File: config.mk
export PLATFORM = sky130hd
export DESIGN_NAME = pc_gen_flat
export DESIGN_NICKNAME = d
export VERILOG_FILES = /design/src/rtl/pc_gen_if.sv /design/src/rtl/pc_gen.sv /design/src/flat_wrapper.sv
export SDC_FILE = /design/constraint.sdc
export NUM_CORES = 1
export LEC_CHECK = 0
export CAP_MARGIN = 25
export CORE_MARGIN = 2
export CORE_UTILIZATION = 37
export DETAILED_ROUTE_END_ITERATION = 8
export PLACE_DENSITY = 0.86
export SYNTH_ARGS = -nofsm -noshare
export SYNTH_HDL_FRONTEND = slang
export SYNTH_SLANG_ARGS = --single-unit
File: constraint.sdc
create_clock -name clk -period 2.1 [get_ports clk]
set_input_delay 0.315 -clock clk [delete_from_list [all_inputs] [get_ports clk]]
set_output_delay 0.315 -clock clk [all_outputs]
set_load 0.005 [all_outputs]
File: src/rtl/pc_gen_if.sv
// Fetch-PC generator bus: redirect sources, halt/fetch handshake and status outputs.
// The master modport is the pc_gen view; the slave modport is the fetch/redirect side.
interface pc_gen_if #(
  parameter int unsigned XLEN    = 32,
  parameter int unsigned NUM_SRC = 4
);
  logic [NUM_SRC-1:0]      src_valid;
  logic [NUM_SRC*XLEN-1:0] src_pc;
  logic                    halt_req;
  logic                    fetch_ready;
  logic [XLEN-1:0]         pc;
  logic                    pc_valid;
  logic [NUM_SRC-1:0]      src_grant;
  logic [31:0]             redirect_cnt;
  logic                    misalign;

  modport master (
    input  src_valid, src_pc, halt_req, fetch_ready,
    output pc, pc_valid, src_grant, redirect_cnt, misalign
  );

  modport slave (
    output src_valid, src_pc, halt_req, fetch_ready,
    input  pc, pc_valid, src_grant, redirect_cnt, misalign
  );
endinterface

File: src/rtl/pc_gen.sv
// Next-PC generator and fetch PC register with prioritised redirects, halt and boot states.
// Optional misaligned-redirect trap is enabled by defining PCGEN_MISALIGN_TRAP_EN.
module pc_gen #(
  parameter int unsigned     XLEN     = 32,
  parameter int unsigned     NUM_SRC  = 4,
  parameter logic [XLEN-1:0] RESET_PC = 32'h0000_0000,
  parameter int unsigned     PC_STEP  = 4,
  parameter logic [XLEN-1:0] TRAP_VEC = 32'h0000_0010
) (
  input  logic     clk,
  input  logic     rst_n,
  pc_gen_if.master bus
);

  localparam logic [1:0] ST_BOOT = 2'd0;
  localparam logic [1:0] ST_RUN  = 2'd1;
  localparam logic [1:0] ST_HALT = 2'd2;

  logic [1:0]         state_q, state_d;
  logic [XLEN-1:0]    pc_q, pc_d;
  logic [XLEN-1:0]    win_pc, target;
  logic [NUM_SRC-1:0] grant;
  logic               found;
  logic               redirect;
  logic [31:0]        cnt_q, cnt_d;

  // Fixed priority: lowest index wins; nothing is granted while booting.
  always_comb begin
    grant  = '0;
    win_pc = '0;
    found  = 1'b0;
    for (int i = 0; i < int'(NUM_SRC); i++) begin
      if (!found && bus.src_valid[i]) begin
        grant[i] = 1'b1;
        win_pc   = bus.src_pc[i*XLEN +: XLEN];
        found    = 1'b1;
      end
    end
    if (state_q == ST_BOOT) begin
      grant = '0;
    end
  end

  assign redirect = |grant;

`ifdef PCGEN_MISALIGN_TRAP_EN
  logic bad_align;
  logic misalign_q;

  assign bad_align = (win_pc[1:0] != 2'b00);
  assign target    = bad_align ? TRAP_VEC : win_pc;

  always_ff @(posedge clk) begin
    if (!rst_n) begin
      misalign_q <= 1'b0;
    end else begin
      misalign_q <= redirect && bad_align;
    end
  end

  assign bus.misalign = misalign_q;
`else
  logic [XLEN-1:0] unused_trap_vec;

  assign unused_trap_vec = TRAP_VEC;
  assign target          = win_pc & ~XLEN'(3);
  assign bus.misalign    = 1'b0;
`endif

  always_comb begin
    state_d = state_q;
    case (state_q)
      ST_BOOT: state_d = ST_RUN;
      // A redirect in the same cycle defers entry into HALT by one cycle.
      ST_RUN:  if (bus.halt_req && !redirect) state_d = ST_HALT;
      ST_HALT: if (!bus.halt_req) state_d = ST_RUN;
      default: state_d = ST_BOOT;
    endcase
  end

  always_comb begin
    pc_d = pc_q;
    if (redirect) begin
      pc_d = target;
    end else if ((state_q == ST_RUN) && bus.fetch_ready) begin
      pc_d = pc_q + XLEN'(PC_STEP);
    end
  end

  always_comb begin
    cnt_d = cnt_q;
    if (redirect && (cnt_q != 32'hFFFF_FFFF)) begin
      cnt_d = cnt_q + 32'd1;
    end
  end

  always_ff @(posedge clk) begin
    if (!rst_n) begin
      state_q <= ST_BOOT;
      pc_q    <= RESET_PC;
      cnt_q   <= '0;
    end else begin
      state_q <= state_d;
      pc_q    <= pc_d;
      cnt_q   <= cnt_d;
    end
  end

  assign bus.pc           = pc_q;
  assign bus.pc_valid     = (state_q == ST_RUN);
  assign bus.src_grant    = grant;
  assign bus.redirect_cnt = cnt_q;

endmodule

File: src/flat_wrapper.sv
// flat-port wrapper written by rule: the top's interface ports become plain ports
module pc_gen_flat 
#(
  parameter int unsigned     XLEN     = 32,
  parameter int unsigned     NUM_SRC  = 4,
  parameter logic [XLEN-1:0] RESET_PC = 32'h0000_0000,
  parameter int unsigned     PC_STEP  = 4,
  parameter logic [XLEN-1:0] TRAP_VEC = 32'h0000_0010
)
  (clk, rst_n, bus_src_valid, bus_src_pc, bus_halt_req, bus_fetch_ready, bus_pc, bus_pc_valid, bus_src_grant, bus_redirect_cnt, bus_misalign);
  pc_gen_if #(.XLEN(XLEN), .NUM_SRC(NUM_SRC)) bus_i ();
  input  logic clk;
  input  logic rst_n;
  input wire logic [$bits(bus_i.src_valid)-1:0] bus_src_valid;
  input wire logic [$bits(bus_i.src_pc)-1:0] bus_src_pc;
  input wire logic [$bits(bus_i.halt_req)-1:0] bus_halt_req;
  input wire logic [$bits(bus_i.fetch_ready)-1:0] bus_fetch_ready;
  output wire logic [$bits(bus_i.pc)-1:0] bus_pc;
  output wire logic [$bits(bus_i.pc_valid)-1:0] bus_pc_valid;
  output wire logic [$bits(bus_i.src_grant)-1:0] bus_src_grant;
  output wire logic [$bits(bus_i.redirect_cnt)-1:0] bus_redirect_cnt;
  output wire logic [$bits(bus_i.misalign)-1:0] bus_misalign;
  assign bus_i.src_valid = bus_src_valid;
  assign bus_i.src_pc = bus_src_pc;
  assign bus_i.halt_req = bus_halt_req;
  assign bus_i.fetch_ready = bus_fetch_ready;
  assign bus_pc = bus_i.pc;
  assign bus_pc_valid = bus_i.pc_valid;
  assign bus_src_grant = bus_i.src_grant;
  assign bus_redirect_cnt = bus_i.redirect_cnt;
  assign bus_misalign = bus_i.misalign;
  pc_gen #(.XLEN(XLEN), .NUM_SRC(NUM_SRC), .RESET_PC(RESET_PC), .PC_STEP(PC_STEP), .TRAP_VEC(TRAP_VEC)) u_core (.clk(clk), .rst_n(rst_n), .bus(bus_i));
endmodule
* Word level (Yosys, flattened, before mapping)
Cells that the tools add are included.
Storage, ports and cells: bits in registers 66, input bits 136, word-level logic and storage cells 43
Operators by class: add/sub/neg operators 2, eq/ne operators 5, multiplexer cells 16, bitwise logic cells 1, reductions and logical operators 15
Operators with widths (number):
- 32-bit two-way mux | 6
- 32-bit by 1-bit adder with 32-bit output, second input constant | 1
- 32-bit by 3-bit adder with 32-bit output, second input constant | 1
- 32-bit inequality test, second input constant | 1
- 1-bit logical AND | 6
- 1-bit two-way mux | 6
- 2-bit one-hot mux with 3 select lines | 1
- 5-bit OR reduction | 1
- 1-bit logical NOT | 4
- 2-bit two-way mux | 2
- 4-bit two-way mux | 1
- 4-bit OR reduction | 1
- 2-bit by 1-bit == test with 1-bit output, second input constant | 1
- 2-bit == test, second input constant | 1
- 2-bit logical NOT | 1
- 2-bit by 1-bit inequality test with 1-bit output, second input constant | 1
- 2-bit inequality test, second input constant | 1
- 2-bit AND reduction | 1
- 2-bit nonzero test | 1
- 1-bit inverter | 1

* Longest topological paths before layout
word-level depth 16, gate-level depth with buffers 8, mapped depth without buffers 6

* Worst setup path after synthesis
Ideal clock, no wire load.
path kind register -> register, from register u_core.cnt_q[0], in the netlist u_core.bus.redirect_cnt[0], to register u_core.cnt_q[0], in the netlist u_core.bus.redirect_cnt[0], library setup time 0.128 ns, data arrival time 2.018 ns, data required time 1.972 ns, slack -0.046 ns, stages on the path, launching flop included 9, clock period less this slack 2.146 ns, cell sequence dfxtp_1 ha_1 nand4_2 or4_4 o31ai_4 buf_6 buf_6 xor2_1 nor2_1
On the way: word-level cells in the longest chain between the ends 2
Ends and longest elaborated chain:
- start: declaration | RTL line pc_gen.sv:25 | logic [31:0] cnt_q, cnt_d;
- start signal: assignment | RTL line pc_gen.sv:105 | cnt_q <= cnt_d;
- branches (longest 2 deep; another with 32-bit by 1-bit adder with 32-bit output)
Several ways; the timed one is not identified. A chain may end at the register's enable or synchronous reset.

* Final worst setup path
from register u_core.cnt_q[1], in the netlist u_core.bus.redirect_cnt[1], to register u_core.cnt_q[8], in the netlist u_core.bus.redirect_cnt[8]
Same word-level chain as after synthesis.

==> summary by stage <==
Floorplan
The horizontal extent of the die is 108 um. The starting density of the core is 37.5%. The height of the chip is 108 um.

The die covers 0.0117 mm2. The core area is 0.0107 mm2. 206 I/O pins were placed. After floorplanning, the core was divided into 38 placement rows.

Synthesis
The post-synthesis area per instance is 7.70 um2. For this run, the number of Yosys warnings is 0. After technology mapping, the gate count stands at between 500 and 600.

The summed instance area of the synthesized netlist is 0.00403 mm2. The xor/xnor cell area share of the yosys netlist is 6.30%. In this run, synthesis inferred 0 flip-flops with an integrated enable. Summing the areas of all and, or, nand and nor instances in the mapped netlist gives about a quarter of the synthesized area. After Yosys synthesis, full adders, half adders and majority gates account for less than 1% of the synthesized area.

The dominant synthesized flop cell is sky130_fd_sc_hd__dfxtp_1. The synthesized netlist devotes 29.2% of its cell area to compound gates. Counting flops and latches in the post-synthesis netlist gives between 60 and 70.

Multiplexer cells account for 1.02% of the synthesized area. The sequential share of the synthesized area is 31.8%. Of all flip-flops after synthesis, the portion carrying an async set or reset was 0%.

The netlist uses 51 different library cells. The main combinational cell family by area after synthesis is compound AO/OA/AOI/OAI gates.

Timing
The final-report hold violation count is 0. Setup repair after global routing could not meet its margin everywhere. Counting I/O delays and the setup requirement, the final critical path takes 2.15 ns. Setup violations remaining at the end of the flow were counted as 6. Setup total negative slack on the finished layout was measured at -0.133 ns.

Clock skew on the completed layout was measured at 0.0114 ns. The count of final max-slew check failures is 0. The share of the clock period used by the worst path after layout is 102%. The worst hold slack across all endpoints is 0.515 ns. Derived from the worst setup path, the maximum achievable clock frequency is 0.465 GHz.

Across all setup checks in the final design, the least slack found is -0.0503 ns.

Power
The maximum VDD drop is ~0.35 mV. Dividing total power by cell area gives a power density of 483 mW/mm2. The leakage power total is between 0.002 and 0.0025 uW. The overall power of the completed layout is about 3400 uW.

Worst setup path
The maximum fanout along the worst path is 10. The largest delay contributor family on the critical path is simple AND/OR/NAND/NOR gates. Walking the worst path, the cells encountered are ha_4 > nand4_4 > or4_4 > buf_4 > o31ai_4 > or4_1 > a21oi_1.

The worst stage delay on the critical path is 0.55 ns. Data arrives at the worst endpoint at between 2 and 2.5 ns. The type of element capturing the critical path is a flop. The worst setup path is of the reg -> reg kind. The slowest stage of the critical path belongs to the cell sky130_fd_sc_hd__or4_4. At the worst endpoint, the required time is 2.34 ns. The worst setup path is launched from a flop.

The number of buffers and inverters on the critical path is 1.

Placed design
Routability-driven placement finished with a final weighted congestion of approximately 0.90. The final HPWL from detailed placement is around 12000 um. Once placement completed, the tool counted placed cells totaling 897. The count of port buffers added during placement is 194.

Routing
The detailed-routing iteration count for the pre-antenna-repair pass is 7. After the first detailed-routing iteration, the DRC count stood at 390. In the routed design, unresolved DRC markers number 0. After detailed routing, the average wire length per cell comes to 17.4 um.

The routed layout has 5269 vias. After detailed routing, the total wire length is 16200 um. Dividing the detail-routed via count by the number of cells gives 5.68. The count of nets left with antenna violations once routing finished came out at 0.

Outcome
The final reports fail on negative setup slack. The run finished, with violations left.

Final layout
Compared with the post-synthesis result, the final layout area differs by 73.5%. For this run, the number of standard cells in the final layout without fillers is a little over 900. For this run, the share of the core covered by cells in the final layout is 65.0%. Of the cells placed in the final design, the portion with a size suffix greater than 1 is between 15 and 20%. The final layout contains 921 nets. The antenna diode count is 0.

Clock network
In this run the deepest clock path goes through 2 buffers. The buffer cell driving the clock tree root is sky130_fd_sc_hd__clkbuf_8. Clock tree synthesis found a total of 64 sinks. TritonCTS built the clock tree. The clock latency reported for the late side of the worst-skew pair is 0.35 ns. The number of hold buffers added after CTS was 0. The clock edge transition at the registers on the reported setup and hold paths is 0.08 ns. The number of buffers inserted during clock tree synthesis is 9. The number of levels the H-tree was split into is 3.

Global routing
The number of antenna violations at the first check in global routing is 0. The aggregate global-route resource usage is 26.4%. The total congestion overflow after global routing is 0. The via count of the first global-routing pass is 5008. The first global-routing pass estimated 24600 um of wire. The largest net degree at the start of global routing is 45.

Run
The tool flagged a number of max-cap violations equal to 0.

Worst hold path
The worst hold-check path type is reg -> reg.
sequential cells by signal, summed over array words and instances, names as in the netlist:
register                 cells
u_core.bus.pc               30
u_core.bus.redirect_cnt     32
u_core.state_q               2
power breakdown:
group | internal, uW | switching [uW]
sequential | 1280 | 72.9
combinational | 514 | 354
clock | 656 | 506
stage by stage:
step | instance area (um2) | worst slack, ns
CTS | 6880 | -0.0644
global route | 6990 | -0.141
global placement | 6600 | -0.245
detailed placement | 6600 | -0.318
floorplan | 4070 | 0.00393
finish | 6990 | -0.0503
routing by layer:
layer	track usage, %	vias up	share of wire (%)
met3	5.06	30	7.6
li1	-	2513	-
met4	9.52	0	2.3
met5	0	-	0
met1	33.6	2466	41
met2	44.2	260	49
worst register-to-register path: cells and delay by family (launching register included):
| family | cells | cell delay (ns) |
|---|---|---|
| AND/OR/NAND/NOR | 3 | 0.89 |
| AO/OA/AOI/OAI | 2 | 0.48 |
| flip-flops | 1 | 0.36 |
| buffers and inverters | 1 | 0.17 |
| adder cells (fa/ha/maj) | 1 | 0.15 |
logic make-up after synthesis:
family / Yosys count
AOI/OAI and AO/OA: 182
xor gates and xnor gates: 29
DFF: 64
buffers and inverters: 55
adders and majority gates: 2
and+or+nand+nor: 186
muxes: 4
other: 1
cells in the mapped netlist, drive strengths merged (7+ instances only):
cell | count | area [um2]
inv | 14 | 52.6
nor2 | 39 | 146
nand4 | 33 | 219
nor4 | 7 | 43.8
o21ai | 38 | 190
dfxtp | 64 | 1280
a211oi | 14 | 105
or3 | 23 | 144
a22oi | 37 | 278
nand3 | 18 | 90.1
a21oi | 55 | 275
buf | 14 | 87.6
or4 | 7 | 56.3
a221oi | 16 | 140
xnor2 | 9 | 78.8
o211ai | 8 | 60.1
clkbuf | 27 | 101
nand2 | 29 | 109
xor2 | 20 | 175
nor3 | 10 | 55.1
area by class of cell:
| type | count | area, um2 |
|---|---|---|
| clock inverters | 5 | 62.6 |
| clock buffers | 11 | 163 |
| inverters | 14 | 52.6 |
| multi-input cells | 407 | 2590 |
| fillers | 882 | 3760 |
| flip-flops and latches | 64 | 1290 |
| well taps | 140 | 175 |
| repair buffers | 287 | 2660 |
worst paths after layout:
check	depth (start not counted)	end	start	slack, ns
worst max-delay path	7	u_core.bus.redirect_cnt[8]	u_core.bus.redirect_cnt[1]	-0.05
worst min-delay path	2	u_core.bus.redirect_cnt[23]	u_core.bus.redirect_cnt[23]	0.52
worst max register to register	7	u_core.bus.redirect_cnt[8]	u_core.bus.redirect_cnt[1]	-0.05
worst min register to register	2	u_core.bus.redirect_cnt[23]	u_core.bus.redirect_cnt[23]	0.52
placed cells by master (no fill, tap or decap), types with 3 or more instances in the layout:
cell type,count
sky130_fd_sc_hd__dfxtp_1,62
sky130_fd_sc_hd__a221oi_1,16
sky130_fd_sc_hd__mux2i_1,3
sky130_fd_sc_hd__nor3_1,9
sky130_fd_sc_hd__xor2_1,19
sky130_fd_sc_hd__and3_1,5
sky130_fd_sc_hd__nand4_1,31
sky130_fd_sc_hd__clkbuf_8,10
sky130_fd_sc_hd__nor2b_1,3
sky130_fd_sc_hd__or3_1,23
sky130_fd_sc_hd__or4_1,6
sky130_fd_sc_hd__o211ai_1,8
sky130_fd_sc_hd__o31ai_1,4
sky130_fd_sc_hd__conb_1,3
sky130_fd_sc_hd__clkdlybuf4s50_1,191
sky130_fd_sc_hd__a211oi_1,14
sky130_fd_sc_hd__a21oi_1,55
sky130_fd_sc_hd__buf_4,87
sky130_fd_sc_hd__o21ai_1,17
sky130_fd_sc_hd__nor2_1,38
sky130_fd_sc_hd__o21ai_0,21
sky130_fd_sc_hd__nor4_1,7
sky130_fd_sc_hd__nand3_1,18
sky130_fd_sc_hd__a22oi_1,37
sky130_fd_sc_hd__buf_6,4
sky130_fd_sc_hd__inv_1,14
sky130_fd_sc_hd__nand2_1,29
sky130_fd_sc_hd__xnor2_1,9
repair_timing:
item,4_1_cts,5_1_grt
resized for setup,7,6
gates cloned,1,1
setup buffers,2,11
setup endpoints to repair,21,31
pin swaps,3,6
hold endpoints to repair,0,0
(Power assumes the default switching activity.)
